`config.mk`:
```
export PLATFORM = sky130hd
export DESIGN_NAME = regbank_nb
export DESIGN_NICKNAME = d
export VERILOG_FILES = /design/src/rtl/regbank_nb.sv
export SDC_FILE = /design/constraint.sdc
export NUM_CORES = 1
export LEC_CHECK = 0
export ABC_AREA = 1
export CORE_AREA = 3 3 332 334
export DETAILED_ROUTE_END_ITERATION = 10
export DIE_AREA = 0 0 335 337
export DONT_BUFFER_PORTS = 1
export PLACE_DENSITY = 0.35
export SYNTH_ARGS = -nofsm -noshare
export SYNTH_HDL_FRONTEND = slang
export SYNTH_SLANG_ARGS = --single-unit
```
`constraint.sdc`:
```
create_clock -name clk -period 2.1 [get_ports clk]
set_input_delay 0.105 -clock clk [delete_from_list [all_inputs] [get_ports clk]]
set_output_delay 0.105 -clock clk [all_outputs]
set_load 0.02 [all_outputs]
```
`src/rtl/regbank_nb.sv`:
```
// Register bank with per-register RW / write-1-to-clear / read-only behaviour,
// byte-strobed writes and a registered read port with a one-cycle valid pulse.
module regbank_nb #(
    parameter int              DW       = 32,
    parameter int              AW       = 3,
    parameter int              NREG     = 8,
    parameter logic [NREG-1:0] W1C_MASK = '0,
    parameter logic [NREG-1:0] RO_MASK  = '0
) (
    input  logic               clk,
    input  logic               rst_n,
    input  logic               wen_i,
    input  logic [AW-1:0]      waddr_i,
    input  logic [DW-1:0]      wdata_i,
    input  logic [DW/8-1:0]    wstrb_i,
    input  logic               clr_i,
    input  logic               ren_i,
    input  logic [AW-1:0]      raddr_i,
    output logic [DW-1:0]      rdata_o,
    output logic               rvalid_o,
    input  logic [NREG*DW-1:0] hw_set_i,
    input  logic [NREG*DW-1:0] hw_ro_i,
    output logic [NREG*DW-1:0] regs_o,
    output logic               irq_o
);
    localparam int NB = DW / 8;

    logic [NREG-1:0][DW-1:0] regs_q, regs_d;
    logic [DW-1:0]           rdata_q, rdata_d;
    logic                    rvalid_q, rvalid_d;
    logic [DW-1:0]           byte_mask;

    always_comb begin
        byte_mask = '0;
        for (int k = 0; k < NB; k++) byte_mask[k*8 +: 8] = {8{wstrb_i[k]}};
    end

    for (genvar i = 0; i < NREG; i++) begin : g_reg
        logic          wr_hit;
        logic [DW-1:0] set_v, ro_v, nxt;

        assign wr_hit = wen_i && (waddr_i == AW'(i));
        assign set_v  = hw_set_i[i*DW +: DW];
        assign ro_v   = hw_ro_i[i*DW +: DW];
        assign regs_d[i] = nxt;

        if (RO_MASK[i]) begin : g_ro
            logic unused_in;
            assign unused_in = ^{wr_hit, set_v};
            always_comb nxt = clr_i ? '0 : ro_v;
        end else if (W1C_MASK[i]) begin : g_w1c
            logic unused_in;
            assign unused_in = ^ro_v;
            // Hardware set is applied after the clear so a same-cycle event is never lost.
            always_comb begin
                nxt = regs_q[i];
                if (wr_hit) nxt = nxt & ~(wdata_i & byte_mask);
                nxt = nxt | set_v;
                if (clr_i) nxt = '0;
            end
        end else begin : g_rw
            logic unused_in;
            assign unused_in = ^{set_v, ro_v};
            always_comb begin
                nxt = regs_q[i];
                if (wr_hit) nxt = (regs_q[i] & ~byte_mask) | (wdata_i & byte_mask);
                if (clr_i) nxt = '0;
            end
        end
    end

    // Reads sample the current state, so a colliding write is seen only by later reads.
    always_comb begin
        rdata_d  = '0;
        rvalid_d = ren_i;
        if (ren_i) begin
            for (int i = 0; i < NREG; i++) begin
                if (raddr_i == AW'(i)) rdata_d = regs_q[i];
            end
        end
    end

    always_comb begin
        irq_o = 1'b0;
        for (int i = 0; i < NREG; i++) begin
            if (W1C_MASK[i] && !RO_MASK[i]) irq_o = irq_o | (|regs_q[i]);
        end
    end

    always_ff @(posedge clk or negedge rst_n) begin
        if (!rst_n) begin
            regs_q   <= '0;
            rdata_q  <= '0;
            rvalid_q <= 1'b0;
        end else begin
            regs_q   <= regs_d;
            rdata_q  <= rdata_d;
            rvalid_q <= rvalid_d;
        end
    end

    assign regs_o   = regs_q;
    assign rdata_o  = rdata_q;
    assign rvalid_o = rvalid_q;
endmodule

```
==> reports/qor.yml <==
yosys:
  ys_types: 21
  ys_seq_elements: 289
  synthArstFlopShare_pct: 100
  yosys.area_share.simple_pct: 13.9
  syn_nets: 1987
  synthAdderAreaFrac_pct: 0
  synthMuxAreaShare_pct: 0
  ys_top_cells_by_count: "inv_1 (290), dfrtp_1 (289), nand2_1 (243)"
  syn_inst: 1428
  yosys.area.top_type: "dfrtp_1"
  ys.flop_type: "dfrtp_1"
  ys_top_cells_by_area: "dfrtp_1 (58%), o22ai_1 (12%), inv_1 (8.7%)"
  synth_compound_area_share_pct: 17.0
  netlist.area_leader.share_pct: 57.9
  syn_area_per_cell_um2: 8.74
  synth_top_family_by_area: "compound AO/OA/AOI/OAI gates"
  synth.most_common_cell: "inv_1"
  seq_area_frac_synth_pct: 57.9
  ys_warn_count: 0
  netlist_area_mm2: 0.0125
  synth_edf_count: 0
  synth_xor_area_share_pct: 0
sta:
  slew_viol_final: 0
  setup_slack_ns: 0.0591
  hold_viol_final: 289
  worst_pin_slew_ns: 0.952
  slew_headroom_pct: 36.1
  post-route-min-period_ns: 2.04
  fin_tns_setup_ns: 0
  whs_ns: -0.760
  clock_skew_ns: 0.0182
  period_share_pct: 97.2
  rsz0062_at_grt: "false"
  final-setup-viol-count: 0
  fmaxAchievable_mhz: 490
cts:
  clockBufferDepth: 3
  cts_resized: 0
  cts-buffers-inserted: 39
  clock-sinks: 289
  cts_setup_buffers: 0
  cts_hold_buf: 32
  htreeDepth: 2
  cts_tree: "done"
  root_buffer: "clkbuf_16"
  cts.clk_slew.worst_paths_ns: 0.06
  clock_latency_ns: 0.56
place:
  dpl_worst_slack_ns: 0.260
  gp_congestion: 0.846
  placed_cell_area_mm2: 0.0147
  dp.cells: 2844
  portBuffers: 0
  hpwl_um: 58200
global_routing:
  grt_pass1_wl_um: 104000
  grt_usage_pct: 13.2
  grt_overflow: 0
  grt_pass1_vias: 11378
  grt_max_degree: 290
  antenna_found_initial: 5
floorplanning:
  std_cell_rows: 120
  initial_core_util_pct: 11.6
  die_h_um: 337
  die_x_um: 335
  num_io_pins: 849
  die-area_mm2: 0.113
  core_mm2: 0.107
finish:
  drive_gt1_share_pct: 10.6
  design_area_mm2: 0.0163
  instances_no_fill: 2946
  syn_to_final_growth_pct: 30.2
  nets: 2073
worst_setup_path:
  start_kind: "input port"
  cp-end-kind: "register"
  required_ns: 2.59
  cp_max_fo: 4
  rrSetupSlack_ns: 0.58
  r2r_cells: 3
  r2r-end: "regs_o[93]$_DFFE_PN0P_"
  r2r_start: "regs_o[93]$_DFFE_PN0P_"
  worstPathArrival_ns: 2.53
  setup.worst_path.start: "waddr_i[0]"
  critical_path_class: "input port to register"
drt:
  vias: 11139
  vias_per_cell: 3.78
  drc: 0
  drtIter0Drc: 775
  ant_nets: 0
  firstDrtPassIters: 5
  wl_um: 77300
  avgRoutedWirePerCell_um: 26.2
flow_run:
  cap_violations: 0
outcome:
  violations: "negative hold slack"
  status: "finished, violations left"
pwr:
  peakVddDrop_mv: 0.532
  power_density_mw_per_mm2: 832
  leakage_nw: 6.78
hold_path:
  hp-class: "input port to async pin"
final cells by class:
class | count | area (µm²)
clock buffers | 55 | 1140
multi-input cells | 777 | 3910
fillers | 12266 | 90900
flip-flops and latches | 289 | 7230
well taps | 1403 | 1760
clock inverters | 12 | 134
diodes | 3 | 7.51
inverters | 297 | 1110
repair buffers | 110 | 968
power breakdown:
group          switching (mW)  internal, mW
clock network            2.74          4.02
registers               0.234          5.66
logic                   0.638         0.243
total                    3.61          9.92
worst max-delay path by stage:
stage | to | slack [ns]
after detailed placement | rdata_o[3]$_DFF_PN0_ | 0.26
after CTS | regs_o[27]$_DFFE_PN0P_ | 0.11
after global routing | regs_o[27]$_DFFE_PN0P_ | 0.004
after global placement | rdata_o[3]$_DFF_PN0_ | 0.22
final | regs_o[27]$_DFFE_PN0P_ | 0.06
after floorplan | rdata_o[23]$_DFF_PN0_ | 0.83
layer usage:
layer,global-route usage (%),share of wire (%),wire [µm],up-vias
li1,-,-,-,4917
met4,3.09,2.3,1770,2
met5,0,0.017,13,-
met2,20.9,45,34800,450
met3,7.12,12,9660,70
met1,15.8,40,31000,5700
placed cells by master (no fill, tap or decap), types with 3 or more instances in the layout:
| master | instances |
|---|---|
| o21ai_2 | 3 |
| clkbuf_16 | 40 |
| o21ai_1 | 26 |
| a21oi_1 | 70 |
| dfrtp_1 | 289 |
| o21ai_0 | 32 |
| nand3_2 | 4 |
| clkinv_2 | 5 |
| clkbuf_8 | 8 |
| nand2_2 | 6 |
| nor2_1 | 71 |
| dlygate4sd3_1 | 32 |
| buf_12 | 5 |
| clkbuf_1 | 7 |
| inv_2 | 8 |
| nand3_1 | 54 |
| nand2_1 | 237 |
| buf_4 | 73 |
| o22ai_1 | 232 |
| nand4_1 | 36 |
| inv_1 | 288 |
| diode_2 | 3 |
sequential cells by signal, indices dropped and copies added (netlist names):
name,cells
regs_o,256
rdata_o,32
rvalid_o,1
cell families (layout without fill, tap and decap cells):
| logic type | count (synthesis) | count (layout) |
|---|---|---|
| DFF | 289 | 289 |
| AOI/OAI and AO/OA | 363 | 363 |
| other | 1 | 4 |
| buffers and inverters | 362 | 474 |
| and+or+nand+nor | 413 | 413 |
worst max-delay path, stage by stage:
cell and delay [ns]:
dlygate4sd3_1 0.60, nor2_1 0.13, inv_1 0.07, nor2_2 0.14, buf_4 0.16, nand3_1 0.07, dlygate4sd3_1 0.57, a21oi_1 0.13
dlygate4sd3_1 0.56
per-stage QoR:
step / utilization, % / power, mW
2_1_floorplan: - / 6.34
3_3_place_gp: 13.7 / 6.83
3_5_place_dp: 13.7 / 6.83
4_1_cts: 15.2 / 13.8
5_1_grt: 15.2 / 14.0
6_report: 15.2 / 13.5
No activity file was read; power rests on OpenSTA's default activity.
